<file path="config.mk">
export PLATFORM = sky130hd
export DESIGN_NAME = cle_label_packer
export DESIGN_NICKNAME = d
export VERILOG_FILES = /design/src/rtl/cle_label_packer.sv
export SDC_FILE = /design/constraint.sdc
export NUM_CORES = 1
export LEC_CHECK = 0
export ABC_AREA = 0
export BUFFER_PORTS_ARGS = -buffer_cell sky130_fd_sc_hd__clkbuf_2
export CAP_MARGIN = 20
export CORE_MARGIN = 3
export CORE_UTILIZATION = 55
export DETAILED_ROUTE_END_ITERATION = 8
export PLACE_DENSITY = 0.8
export SYNTH_ARGS = -nofsm -noshare
export SYNTH_HDL_FRONTEND = slang
export SYNTH_SLANG_ARGS = --single-unit
export TNS_END_PERCENT = 1
</file>
<file path="constraint.sdc">
create_clock -name clk -period 4.2 [get_ports clk]
set_clock_uncertainty 0.15 [all_clocks]
set_input_delay 0.42 -clock clk [delete_from_list [all_inputs] [get_ports clk]]
set_output_delay 0.42 -clock clk [all_outputs]
set_load 0.03 [all_outputs]
</file>
<file path="src/rtl/cle_label_packer.sv">
// rtl/cle_label_packer.sv - packs the CLE label map into one-bit-per-pixel bytes
//
// Reads the N_PIX-entry label SRAM in address order.
// Each pixel is marked as matching or not against sel_label.
// Groups of 8 pixels are packed MSB-first into bytes, in the ROM layout.
// The number of matching pixels is counted.
//
// Ports:
//   clk, reset      rising-edge clock; synchronous active-high reset
//   start           one-cycle pass request, ignored while busy
//   sel_label       label to extract (0 = any nonzero), latched with start
//   sram_a, sram_q  label SRAM read address / data (2-edge read latency)
//   pk_a, pk_d      packed-memory write address / byte
//   pk_wen          packed-memory write enable, active low, one cycle per byte
//   pix_cnt         matched pixel count for the current/last pass
//   busy, done      pass running / pass finished (held until next start)

module cle_label_packer #(
  parameter int N_PIX = 1024,
  parameter int SA_W  = 10,
  parameter int PA_W  = 7
) (
  input  logic            clk,
  input  logic            reset,
  input  logic            start,
  input  logic [7:0]      sel_label,
  output logic [SA_W-1:0] sram_a,
  input  logic [7:0]      sram_q,
  output logic [PA_W-1:0] pk_a,
  output logic [7:0]      pk_d,
  output logic            pk_wen,
  output logic [SA_W:0]   pix_cnt,
  output logic            busy,
  output logic            done
);

  typedef enum logic [1:0] {IDLE, READ, DRAIN} state_t;

  // Address loaded one edge before the last one, so the final address lands on the DRAIN transition.
  localparam logic [SA_W-1:0] PRE_LAST_A = SA_W'(N_PIX - 2);

  state_t          state;
  logic [7:0]      sel_r;
  logic            v1;     // sram_a currently holds a valid pass address
  logic            v2;     // sram_q currently holds data for a valid address
  logic [SA_W-1:0] cap_n;  // index of the pixel captured next
  logic [6:0]      acc;    // first seven pixels of the byte being assembled
  logic            match;

  // Written as if-statements so an unknown sram_q falls to "no match".
  always_comb begin
    match = 1'b0;
    if (sel_r == 8'd0) begin
      if (sram_q != 8'd0) match = 1'b1;
    end else if (sram_q == sel_r) begin
      match = 1'b1;
    end
  end

  always_ff @(posedge clk) begin
    if (reset) begin
      state   <= IDLE;
      sram_a  <= '0;
      pk_a    <= '0;
      pk_d    <= '0;
      pk_wen  <= 1'b1;
      pix_cnt <= '0;
      busy    <= 1'b0;
      done    <= 1'b0;
      sel_r   <= '0;
      v1      <= 1'b0;
      v2      <= 1'b0;
      cap_n   <= '0;
      acc     <= '0;
    end else begin
      v2     <= v1;
      pk_wen <= 1'b1;

      // Capture stage: pixel cap_n is on sram_q this cycle.
      if (v2) begin
        cap_n <= cap_n + 1'b1;
        acc   <= {acc[5:0], match};
        if (match) pix_cnt <= pix_cnt + 1'b1;
        if (cap_n[2:0] == 3'd7) begin
          pk_a   <= cap_n[SA_W-1:3];
          pk_d   <= {acc, match};
          pk_wen <= 1'b0;
        end
      end

      case (state)
        IDLE: begin
          v1 <= 1'b0;
          if (start) begin
            state   <= READ;
            sram_a  <= '0;
            busy    <= 1'b1;
            done    <= 1'b0;
            pix_cnt <= '0;
            sel_r   <= sel_label;
            cap_n   <= '0;
            v1      <= 1'b1;
          end
        end
        READ: begin
          v1     <= 1'b1;
          sram_a <= sram_a + 1'b1;
          if (sram_a == PRE_LAST_A) state <= DRAIN;
        end
        DRAIN: begin
          // Address holds; wait for both in-flight reads to be captured.
          v1 <= 1'b0;
          if (!v1 && !v2) begin
            state <= IDLE;
            busy  <= 1'b0;
            done  <= 1'b1;
          end
        end
        default: state <= IDLE;
      endcase
    end
  end

endmodule

</file>
-- After elaboration in Yosys (flattened, before gate mapping)
Cells that the tools add are included.
- register bits: 68
- input bits: 19
- output and inout bits: 39
- word-level logic and storage cells: 65
- add/subtract/negate cells: 3
- equality and inequality tests: 8
- mux-type cells: 25
- bitwise logic cells: 1
- reductions and logical operators: 15
- operators by type and width (cell ; number):
    $mux W11 ; 4
    $mux W10 ; 4
    $add A10 B1 Y10 const B ; 2
    $pmux W10 S2 ; 1
    $add A11 B1 Y11 const B ; 1
    $eq A10 B10 Y1 const B ; 1
    $mux W1 ; 9
    $eq A8 B8 Y1 ; 1
    $logic_not A8 Y1 ; 1
    $reduce_bool A8 Y1 ; 1
    $mux W2 ; 3
    $ne A2 B2 Y1 const B ; 3
    $pmux W2 S3 ; 1
    $reduce_and A2 Y1 ; 3
    $reduce_and A3 Y1 ; 2
    $pmux W1 S2 ; 2
    $reduce_bool A2 Y1 ; 2
    $eq A3 B3 Y1 const B ; 1
    $pmux W1 S3 ; 1
    $reduce_bool A3 Y1 ; 1
    $eq A2 B1 Y1 const B ; 1
    $eq A2 B2 Y1 const B ; 1
    $logic_not A1 Y1 ; 2
    $logic_not A2 Y1 ; 1
    other kinds (3) ; 3

-- Logic depth before layout (Yosys ltp)
- depth in word-level cells: 7
- mapped depth: 8
- gate-level depth less buffers: 7

-- Worst setup path after synthesis
Ideal clock, no wire load.
- path kind: register -> register
- start: reg state[0]
- end: reg sram_a[9]
- library setup time: 0.119 ns
- data arrival time: 1.856 ns
- data required time: 3.931 ns
- slack: 2.075 ns
- stages on the path, launching flop included: 9
- path buffers: 1
- clock period less this slack: 2.125 ns
- cells stage by stage: dfxtp_1 > inv_1 > ha_1 > buf_2 > mux2i_1 > nor3b_1 > or3b_2 > xor2_1 > nor2_1
- word-level cells in the longest chain between the ends: 3
- elaborated cells between the ends (all ways): 6
- classes of those cells: 2 x eq/ne; 1 x mux; 3 x reduce/logical
- RTL lines (item ; line ; source):
    start, declared ; 42 ; state_t state;
    start signal, assigned ; 62 ; state <= IDLE;
    start signal, assigned ; 95 ; state <= READ;
    start signal, assigned ; 108 ; if (sram_a == PRE_LAST_A) state <= DRAIN;
    $eq A2 B1 Y1 / $logic_not A2 Y1 (equally long branches) ; 91 ; case (state)
    $reduce_bool A2 Y1 (no line) / $ne A2 B2 Y1 (equally long branches) ; n/a ;
    $reduce_and A2 Y1 (no line) ; n/a ;
    end signal, assigned ; 107 ; sram_a <= sram_a + 1'b1;
    end, declared ; 27 ; output logic [SA_W-1:0] sram_a,
Several ways; a longest one is shown, not always the timed one.
A chain may end at the register's enable or synchronous reset.

-- Final worst setup path
- start: reg state[0]
- end: reg pix_cnt[6]
- word-level cells in the longest chain between the ends: 2
- RTL lines (item ; line ; source):
    $logic_not A2 Y1 ; 91 ;
    $mux W11 ; 91 ;
    end signal, assigned ; 83 ; if (match) pix_cnt <= pix_cnt + 1'b1;
    end, declared ; 32 ; output logic [SA_W:0] pix_cnt,
No other way between the ends.

==> metrics <==
CTS sink cnt=68; final wirelength=6.32 mm; final setup fails=0; Layout fillers=430; vias per cell=roughly 5.4; Synth async-reset ratio=0%; reg2reg setup slack=1.82 ns; CTS Buffer Depth=2; Top FF cell, synth=dfxtp_1; Slew HR=43.1%; Die W=79.5 um; vias post-DR=approximately 2.6k; RSZ-0062 raised after global routing=no; worst reg-to-reg path cell count=6; Seq/Total Area, Yosys=between 40% and 50%; Post-Syn Area=~0.003 mm2; synth top area cells=dfxtp_1 (46%), nand2_1 (8.3%), a21oi_1 (6.6%), mux2i_1 (5.4%), xor2_1 (4.7%); H-Tree Depth=3; crit path DAT=2.52 ns; Post-Place Setup Slack=1.78 ns; Unique masters post-synth=40; CP max stage cell=or4_1; top-area cell type share of the netlist area=45.8%; Ports=58; pin count of the biggest net entering global routing=between 40 and 50; status=completed; total negative slack=0 ns; hold slack=0.158 ns; setup bufs post-CTS=0; Die Y-Extent=79.5 um; Core ar.=0.00517 mm2; Slew Viols, Final=0; busiest grt layer=met2; Final Worst Setup Slack=between 1.5 and 2 ns; CTS Hold Bufs=0; Pre-antenna DRT Iters=4; GRT met3 Usage=5.53%; synthesized net count=379; crit path time final=2.38 ns; commonest non-fill, non-tap cell in the layout=dfxtp_1; commonest cells after routing, fill and taps aside=dfxtp_1 (68), nand2_1 (66), clkbuf_2 (57), a21oi_1 (39), nor2_1 (34); clk_lat worst skew=0.34 ns; Synth warnings=0; max incr delay on CP=0.61 ns; total gr overflow=0; clk root buf=clkbuf_8; DP HPWL=4.34 mm; grt met2 use=between 30% and 40%; worst ir drop on vdd=266 uV; Final GP Congestion=just under 0.8; worst reg2reg endpoint=pix_cnt[6]; Area Growth Syn to Fin=17.1%; crit-path cells=inv_1, ha_1, nand2_1, nand2b_1, or4_1, nand2_1; vias in the first global route=2434; Clk pin slew, worst setup/hold paths=0.07 ns; Max-Cap Viols=0; starting DRC count in detailed routing=114; CP most frequent cell=nand2_1; post-CTS sizing=0; worst hold path class=in -> reg; Nets=431; slew at the pin with the worst max-slew slack=0.852 ns; Critical Path Sink Type=flip-flop; post-synthesis area per instance=8.47 um2; Initial Util=a little under three fifths; post-route ant nets=0; Final Power=~1.3 mW; fin util=about two thirds; CP Max Fanout=19; GRT Util Overall=21.4%; reg2reg start=state[0]; fmax=around 420 MHz; hold_sp=sel_label[1]; share of layout cells above drive strength 1=18.9%; Pwr Density=386 mW/mm2; cell count after synthesis=around 350; Hold Path Sink=sel_r[1]; Req. time, crit path=4.34 ns; worst hold path stage count=3; num rows=26; first-pass GRT wire length=approximately 11 mm; number of synthesized register bits=68; startpoint types=flip-flop; Port Buffers=57; Tcrit/Tclk final=56.8%; area leader, netlist=dfxtp_1; initial antenna violation count=0; kind of critical path=reg -> reg; routed len/inst=13.2 um; number of flops mapped to enable cells by yosys=0; routing usage on met1=27.0%; Fin. Hold Viols=0; Die Footprint=0.00632 mm2; CTS tree=yes; DRC viols=0; number of buffers created by CTS=9; Static Leakage=1.36 nW; antenna cell count=0
## power breakdown
group          internal (mW)  switching [mW]  total (mW)
clock network          0.305           0.234       0.539
registers              0.658          0.0173       0.676
logic                 0.0475          0.0835       0.131
total                   1.01           0.335        1.35
## flip-flops by register name (all words and copies together) (netlist names)
register,flops
cap_n,10
pk_d,8
v2,1
v1,1
pk_a,7
sram_a,10
pk_wen,1
busy,1
sel_r,8
pix_cnt,11
done,1
acc,7
state,2
## critical path, delay by kind of cell, from the launching register on
kind	cells	cell delay (ns)
buffers and inverters	1	0.09
adders and majority gates	1	0.30
DFF	1	0.39
and+or+nand+nor	4	1.41
## logic make-up after synthesis
| group | after synthesis | synth area share [%] |
|---|---|---|
| muxes | 16 | 5.39 |
| xor gates and xnor gates | 19 | 5.60 |
| AOI/OAI and AO/OA | 61 | 11.4 |
| and+or+nand+nor | 152 | 24.4 |
| adders and majority gates | 9 | 3.79 |
| DFF | 68 | 45.8 |
| buffers and inverters | 26 | 3.62 |
## per-layer routing
layer	routed length [um]	vias up
li1	-	1309
met1	2990	1196
met2	2930	67
met3	309	8
met4	91	0
met5	0	-
## cell usage after synthesis, types with 2 or more instances
cell type and number:
mux2i_1 16, a21oi_1 39, nand2b_1 3, o31ai_1 5
buf_2 2, ha_1 9, or3_1 9, or4_1 6
clkbuf_1 13, dfxtp_1 68, xnor2_1 3, o21ai_0 8
nand2_1 66, nor4_1 6, inv_1 9, nand4_1 10
nor2b_1 2, nor2_1 34, nor3_1 2, nand3_1 3
a22oi_1 3, and2_1 2, xor2_1 16
## per-stage QoR
stage               instances  area [um2]
floorplan                 351        2970
global route              478        3480
CTS                       478        3480
detailed placement        462        3280
global placement          462        3280
finish                    478        3480
## worst max-delay path by stage
stage / from / end / cells after the start
2_1_floorplan: state[0] / sram_a[9] / 8
3_3_place_gp: reset / pix_cnt[6] / 4
3_5_place_dp: reset / pix_cnt[6] / 4
4_1_cts: state[0] / pix_cnt[6] / 6
5_1_grt: state[0] / pix_cnt[6] / 6
6_report: state[0] / pix_cnt[6] / 6
## final cells by class
type,instances,area [um2],share of cell area [%]
multi-input cells,257,1500,43.2
well taps,70,87.6,2.52
inverters,9,33.8,0.970
flip-flops and latches,68,1360,39.1
clock inverters,4,47.5,1.37
clock buffers,12,155,4.46
repair buffers,58,293,8.41
No activity file was read; power rests on OpenSTA's default activity.
